--- src/rtl/alu_pkg.sv ---
// Shared opcode encoding and flag bit positions for the pipelined ALU.
package alu_pkg;

  localparam logic [3:0] ADD     = 4'd0;
  localparam logic [3:0] NEGA    = 4'd1;
  localparam logic [3:0] AND     = 4'd2;
  localparam logic [3:0] OR      = 4'd3;
  localparam logic [3:0] XOR     = 4'd4;
  localparam logic [3:0] INVA    = 4'd5;
  localparam logic [3:0] SELAB   = 4'd6;
  localparam logic [3:0] SELBA   = 4'd7;
  localparam logic [3:0] SUB     = 4'd8;
  localparam logic [3:0] ALTB    = 4'd9;
  localparam logic [3:0] ALTEB   = 4'd10;
  localparam logic [3:0] AGTB    = 4'd11;
  localparam logic [3:0] AGTEB   = 4'd12;
  localparam logic [3:0] AEQB    = 4'd13;
  localparam logic [3:0] ANEQB   = 4'd14;
  localparam logic [3:0] SELXORB = 4'd15;

  localparam int FLAG_C  = 3;
  localparam int FLAG_V  = 2;
  localparam int FLAG_N  = 1;
  localparam int FLAG_ZF = 0;

endpackage

--- src/rtl/alu_core.sv ---
// Combinational ALU datapath: 16 opcodes, selectable compare signedness,
// carry/overflow/negative/zero flags.
module alu_core
  import alu_pkg::*;
#(
  parameter int WIDTH      = 32,
  parameter bit SIGNED_CMP = 1'b1
) (
  input  logic [WIDTH-1:0] a,
  input  logic [WIDTH-1:0] b,
  input  logic [3:0]       inst,
  input  logic             sel,
  output logic [WIDTH-1:0] z,
  output logic [3:0]       flags
);

  localparam logic [WIDTH-1:0] ONE     = {{(WIDTH-1){1'b0}}, 1'b1};
  localparam logic [WIDTH:0]   ONE_X   = {{WIDTH{1'b0}}, 1'b1};
  localparam logic [WIDTH-1:0] MIN_NEG = {1'b1, {(WIDTH-1){1'b0}}};
  localparam int               MSB     = WIDTH - 1;

  logic [WIDTH:0]          sum;
  logic [WIDTH:0]          dif;
  logic signed [WIDTH-1:0] a_s;
  logic signed [WIDTH-1:0] b_s;
  logic                    lt;
  logic                    eq;
  logic                    c;
  logic                    v;

  assign a_s = a;
  assign b_s = b;
  assign sum = {1'b0, a} + {1'b0, b};
  // Subtraction as A + ~B + 1 so the carry out reads as "no borrow".
  assign dif = {1'b0, a} + {1'b0, ~b} + ONE_X;
  assign eq  = (a == b);
  assign lt  = SIGNED_CMP ? (a_s < b_s) : (a < b);

  always_comb begin
    z = '0;
    c = 1'b0;
    v = 1'b0;
    case (inst)
      ADD: begin
        z = sum[WIDTH-1:0];
        c = sum[WIDTH];
        v = (a[MSB] == b[MSB]) && (sum[MSB] != a[MSB]);
      end
      NEGA: begin
        z = ~a + ONE;
        v = (a == MIN_NEG);
      end
      AND:     z = a & b;
      OR:      z = a | b;
      XOR:     z = a ^ b;
      INVA:    z = ~a;
      SELAB:   z = sel ? b : a;
      SELBA:   z = sel ? a : b;
      SUB: begin
        z = dif[WIDTH-1:0];
        c = dif[WIDTH];
        v = (a[MSB] != b[MSB]) && (dif[MSB] != a[MSB]);
      end
      ALTB:    z = {{(WIDTH-1){1'b0}}, lt};
      ALTEB:   z = {{(WIDTH-1){1'b0}}, lt | eq};
      AGTB:    z = {{(WIDTH-1){1'b0}}, ~(lt | eq)};
      AGTEB:   z = {{(WIDTH-1){1'b0}}, ~lt};
      AEQB:    z = {{(WIDTH-1){1'b0}}, eq};
      ANEQB:   z = {{(WIDTH-1){1'b0}}, ~eq};
      SELXORB: z = b ^ {{(WIDTH-1){1'b0}}, sel};
      default: z = '0;
    endcase
  end

  assign flags[FLAG_C]  = c;
  assign flags[FLAG_V]  = v;
  assign flags[FLAG_N]  = z[MSB];
  assign flags[FLAG_ZF] = ~|z;

endmodule

--- src/rtl/alu_pipe.sv ---
// Two-stage valid/ready pipelined ALU: operand register, alu_core, result
// register, with full backpressure on both handshakes.
module alu_pipe
  import alu_pkg::*;
#(
  parameter int WIDTH      = 32,
  parameter int TAG_W      = 4,
  parameter bit SIGNED_CMP = 1'b1
) (
  input  logic             clk,
  input  logic             rst_n,
  input  logic             IN_VALID,
  output logic             IN_READY,
  input  logic [WIDTH-1:0] A,
  input  logic [WIDTH-1:0] B,
  input  logic [3:0]       INST,
  input  logic             SEL,
  input  logic [TAG_W-1:0] IN_TAG,
  output logic             OUT_VALID,
  input  logic             OUT_READY,
  output logic [WIDTH-1:0] Z,
  output logic [3:0]       FLAGS,
  output logic [TAG_W-1:0] OUT_TAG
);

  logic             vld_p1;
  logic [WIDTH-1:0] a_p1;
  logic [WIDTH-1:0] b_p1;
  logic [3:0]       inst_p1;
  logic             sel_p1;
  logic [TAG_W-1:0] tag_p1;
  logic [WIDTH-1:0] z_p1;
  logic [3:0]       flags_p1;
  logic             rdy_p1;

  logic             vld_p2;
  logic [WIDTH-1:0] z_p2;
  logic [3:0]       flags_p2;
  logic [TAG_W-1:0] tag_p2;
  logic             rdy_p2;

  assign rdy_p2   = !vld_p2 || OUT_READY;
  assign rdy_p1   = !vld_p1 || rdy_p2;
  assign IN_READY = rst_n && rdy_p1;

  // Stage 1: operand capture on the input handshake
  always_ff @(posedge clk) begin
    if (!rst_n) begin
      vld_p1 <= 1'b0;
    end else if (rdy_p1) begin
      vld_p1 <= IN_VALID;
    end
  end

  always_ff @(posedge clk) begin
    if (IN_VALID && IN_READY) begin
      a_p1    <= A;
      b_p1    <= B;
      inst_p1 <= INST;
      sel_p1  <= SEL;
      tag_p1  <= IN_TAG;
    end
  end

  alu_core #(
    .WIDTH      (WIDTH),
    .SIGNED_CMP (SIGNED_CMP)
  ) u_core (
    .a     (a_p1),
    .b     (b_p1),
    .inst  (inst_p1),
    .sel   (sel_p1),
    .z     (z_p1),
    .flags (flags_p1)
  );

  // Stage 2: result register; cleared on reset so the result bus idles at zero
  always_ff @(posedge clk) begin
    if (!rst_n) begin
      vld_p2   <= 1'b0;
      z_p2     <= '0;
      flags_p2 <= '0;
      tag_p2   <= '0;
    end else if (rdy_p2) begin
      vld_p2 <= vld_p1;
      if (vld_p1) begin
        z_p2     <= z_p1;
        flags_p2 <= flags_p1;
        tag_p2   <= tag_p1;
      end
    end
  end

  assign OUT_VALID = vld_p2;
  assign Z         = z_p2;
  assign FLAGS     = flags_p2;
  assign OUT_TAG   = tag_p2;

endmodule
--- config.mk ---
export PLATFORM = sky130hd
export DESIGN_NAME = alu_pipe
export DESIGN_NICKNAME = d
export VERILOG_FILES = /design/src/rtl/alu_pkg.sv /design/src/rtl/alu_core.sv /design/src/rtl/alu_pipe.sv
export SDC_FILE = /design/constraint.sdc
export NUM_CORES = 1
export LEC_CHECK = 0
export CAP_MARGIN = 20
export CORE_ASPECT_RATIO = 0.8
export CORE_MARGIN = 2
export CORE_UTILIZATION = 30
export DETAILED_ROUTE_END_ITERATION = 16
export SKIP_LAST_GASP = 1
export SYNTH_ARGS = -nofsm -noshare
export SYNTH_HDL_FRONTEND = slang
export SYNTH_HIERARCHICAL = 1
export SYNTH_SLANG_ARGS = --single-unit
--- constraint.sdc ---
create_clock -name clk -period 13.29 [get_ports clk]
set_clock_uncertainty 0.05 [all_clocks]
set_input_delay 1.329 -clock clk [delete_from_list [all_inputs] [get_ports clk]]
set_output_delay 1.329 -clock clk [all_outputs]
set_load 0.005 [all_outputs]
==> reports/results.tsv <==
stage	metric	value	unit
floorplanning	initial_core_util	0.307	
timing	finalHoldViolations	0	
route	wl_per_cell	23.3	um
route	top_layer_used	met4	
synth	synth_ff_type	edfxtp_1	
timing	slew_viol_final	0	
floorplanning	fp-row-count	62	
final_layout	synthToLayoutAreaGrowth	18.8	%
clocking	cts_resized	0	
clocking	cts_tree	built	
grt	grt_max_degree	84	
worst_hold_path	hold_depth	2	
worst_setup_path	critPathKind	reg2reg	
synth	syn_inst	1367	
worst_setup_path	reg2reg_to	FLAGS[0]$_SDFFE_PN0P_	
timing	fin_crit	5530	ps
worst_setup_path	worstPathArrival	5850	ps
clocking	clk_latency	450	ps
placed_design	port_buffers	118	
flow_run	drv_cap	0	
worst_hold_path	min_to	Z[10]$_SDFFE_PN0P_	
clocking	cts_setup_buffers	0	
power_and_ir_drop	powerDensity	87.7	mW/mm^2
clocking	cts_buffer_depth	2	
synth	synth_edf_count	73	
synth	ys_warn_count	6	
route	via_count	11500	
clocking	cts_made_buffers	17	
worst_hold_path	hold_path.class	reg2reg	
synth	seq_area_frac_synth	0.273	
power_and_ir_drop	p_leak	0.00499	uW
placed_design	place_hpwl	32.7	mm
clocking	h-tree-depth	4	
worst_setup_path	crit_fanout	7	
synth	synthArstFlopShare	0	
timing	setup_tns	0	ps
synth	avgSynthCellArea	8.12	um^2
floorplanning	core	0.0361	mm^2
clocking	cts_root_buf	clkbuf_16	
route	wl	45.1	mm
timing	worst_pin_slew	1140	ps
floorplanning	ioPinCount	119	
power_and_ir_drop	ir_drop	0.0850	mV
grt	grt_pass1_vias	10600	
timing	rsz0062_at_grt	no	
synth	ys_seq_elements	115	
worst_setup_path	max_stage_delay	870	ps
worst_hold_path	hold_start	Z[10]$_SDFFE_PN0P_	
worst_setup_path	worstReg2RegStart	a_p1[0]$_DFFE_PP_	
route	met3_length	4.76	mm
worst_setup_path	worstRegToRegCells	17	
floorplanning	dieArea	0.0386	mm^2
worst_setup_path	worstPathCellList	inv_1, ha_1, inv_1, fa_1, nor2b_1, o311ai_1, a21oi_1, a211oi_1, o22ai_1, o21ai_0, nand3_1, or4_1, or4_1, nor3_1, and4b_1, nand2_1, mux2i_1	
timing	max_freq	181	MHz
clocking	clkSinkCount	115	
clocking	cts_hold_buf	0	
worst_setup_path	r2r_setup_slack	7760	ps
worst_setup_path	required	13610	ps
route	drtIter0Drc	1329	
worst_setup_path	slowest_stage	a211oi_1	
grt	grt_usage	0.230	
floorplanning	die_h	176	um
synth	syn_area	0.0111	mm^2
route	drc	0	
worst_setup_path	worstSetupStartpointType	register	
power_and_ir_drop	finalPower	1160	uW
worst_setup_path	end_kind	register	
route	dr_wl_met2	18.1	mm
grt	grt_pass1_wl	66.9	mm
route	met1_length	20.8	mm
placed_design	place_area	0.0126	mm^2
clocking	path_clk_slew	60	ps
route	antenna_left	0	
placed_design	gp_congestion	0.982	
final_layout	fin_nets	1612	
timing	relSlewSlack	0.240	
route	viasPerCell	5.93	
route	first_pass_iters	8	
floorplanning	chipWidth	219	um
synth	syn-num-nets	1543	
status	status	complete, no violations	
grt	antenna_found_initial	3	
grt	overflow	0	
timing	fin_crit_sh	0.416	
synth	synth.distinct_cells	87	
final_layout	fin_area	0.0132	mm^2
timing	setup_viol	0	
final_layout	layout-drive-gt1-share	0.0580	
-- routing by layer --
metal	global-route usage	vias to the layer above
li1	-	5207
met1	0.335	5475
met2	0.323	679
met3	0.0584	94
met4	0.0861	0
met5	0	-
-- sequential cells by signal, summed over array words and instances, names as in the netlist, 4 cells and up --
name     count
FLAGS        4
a_p1        32
OUT_TAG      4
inst_p1      4
tag_p1       4
Z           32
b_p1        32
-- cells by family after synthesis --
family | count (synthesis) | share of synthesized area
XOR/XNOR | 33 | 0.0267
multiplexers | 46 | 0.0417
AND/OR/NAND/NOR | 448 | 0.195
AO/OA/AOI/OAI | 432 | 0.271
flip-flops | 115 | 0.273
adder cells (fa/ha/maj) | 99 | 0.113
buffers and inverters | 194 | 0.0793
-- where the power goes --
| group | switching (uW) | leakage [uW] | internal, uW |
|---|---|---|---|
| clock | 185 | 0.000267 | 254 |
| sequential | 18.3 | 0.00103 | 399 |
| combinational | 183 | 0.00369 | 118 |
| total | 386 | 0.00499 | 770 |
-- cell type report --
| type | count | area (um^2) |
|---|---|---|
| clock inverter | 11 | 76.3 |
| timing repair buffer | 143 | 1400 |
| multi-input combinational | 1058 | 7220 |
| antenna | 3 | 7.51 |
| inverter | 101 | 379 |
| sequential | 115 | 3030 |
| fill | 3774 | 23000 |
| tap | 480 | 601 |
| clock buffer | 21 | 472 |
-- cells in the mapped netlist (all sizes together) (5+ instances only) --
master   count  share of area
a2111oi     11         0.0087
a211o        7         0.0055
a211oi      13         0.0088
a21boi       5         0.0034
a21o        14         0.0095
a21oi      107          0.048
a221o       10         0.0090
a221oi      21          0.017
a22o        10         0.0079
a22oi        8         0.0054
a31oi       15         0.0085
and2         6         0.0034
and3         7         0.0039
buf         45          0.029
clkbuf      48          0.016
dfxtp       42          0.076
edfxtp      73           0.20
ha          97           0.11
inv        101          0.034
mux2i       44          0.040
nand2      157          0.053
nand2b      20          0.012
nand3       27          0.012
nand4       14         0.0079
nor2       108          0.037
nor2b       17          0.011
nor3        36          0.017
nor4        17          0.011
o2111ai      8         0.0063
o211ai      21          0.014
o21a         9         0.0061
o21ai       64          0.029
o21bai      14         0.0095
o221ai      12         0.0095
o22ai       10         0.0056
o311ai       5         0.0039
o31ai       16          0.011
or3         13         0.0073
or4          9         0.0061
xnor2       29          0.024
-- cell usage in the layout (no fill, tap or decap), drive strengths merged, types with 15 or more instances in the layout --
cell           synthesis  layout
ha                    97      97
nand3                 27      27
nor2                 108     108
xnor2                 29      29
dfxtp                 42      42
o211ai                21      21
a31oi                 15      15
nand2                157     157
nor3                  36      36
inv                  101     104
clkbuf                48      21
edfxtp                73      73
o21ai                 64      64
clkdlybuf4s50          0     117
mux2i                 44      44
a221oi                21      21
buf                   45      26
o31ai                 16      16
nand2b                20      20
nor2b                 17      17
nor4                  17      17
a21oi                107     107
-- critical path, delay by kind of cell (launching register included) --
kind                     cells  cell delay, ps
buffers and inverters        2             270
AND/OR/NAND/NOR              7            1880
AO/OA/AOI/OAI                5            1970
multiplexers                 1             140
adder cells (fa/ha/maj)      2             630
flip-flops                   1             500
-- per-stage QoR --
stage	instances	util	setup slack [ps]	hold slack [ps]
global route	1929	0.364	7340	422
floorplan	1367	-	9120	401
global placement	1893	0.348	7870	392
detailed placement	1895	0.348	7900	395
finish	1932	0.365	7760	405
CTS	1927	0.363	7860	407
-- worst max path at each step --
stage | startpoint | cells after the start | slack (ps) | endpoint
2_1_floorplan | a_p1[0]$_DFFE_PP_ | 17 | 9120 | FLAGS[0]$_SDFFE_PN0P_
3_3_place_gp | inst_p1[2]$_DFFE_PP_ | 13 | 7870 | FLAGS[0]$_SDFFE_PN0P_
3_5_place_dp | a_p1[0]$_DFFE_PP_ | 17 | 7900 | FLAGS[0]$_SDFFE_PN0P_
4_1_cts | a_p1[0]$_DFFE_PP_ | 17 | 7860 | FLAGS[0]$_SDFFE_PN0P_
5_1_grt | a_p1[0]$_DFFE_PP_ | 17 | 7340 | FLAGS[0]$_SDFFE_PN0P_
6_report | a_p1[0]$_DFFE_PP_ | 17 | 7760 | FLAGS[0]$_SDFFE_PN0P_
Power figures use the tool's default switching activity.
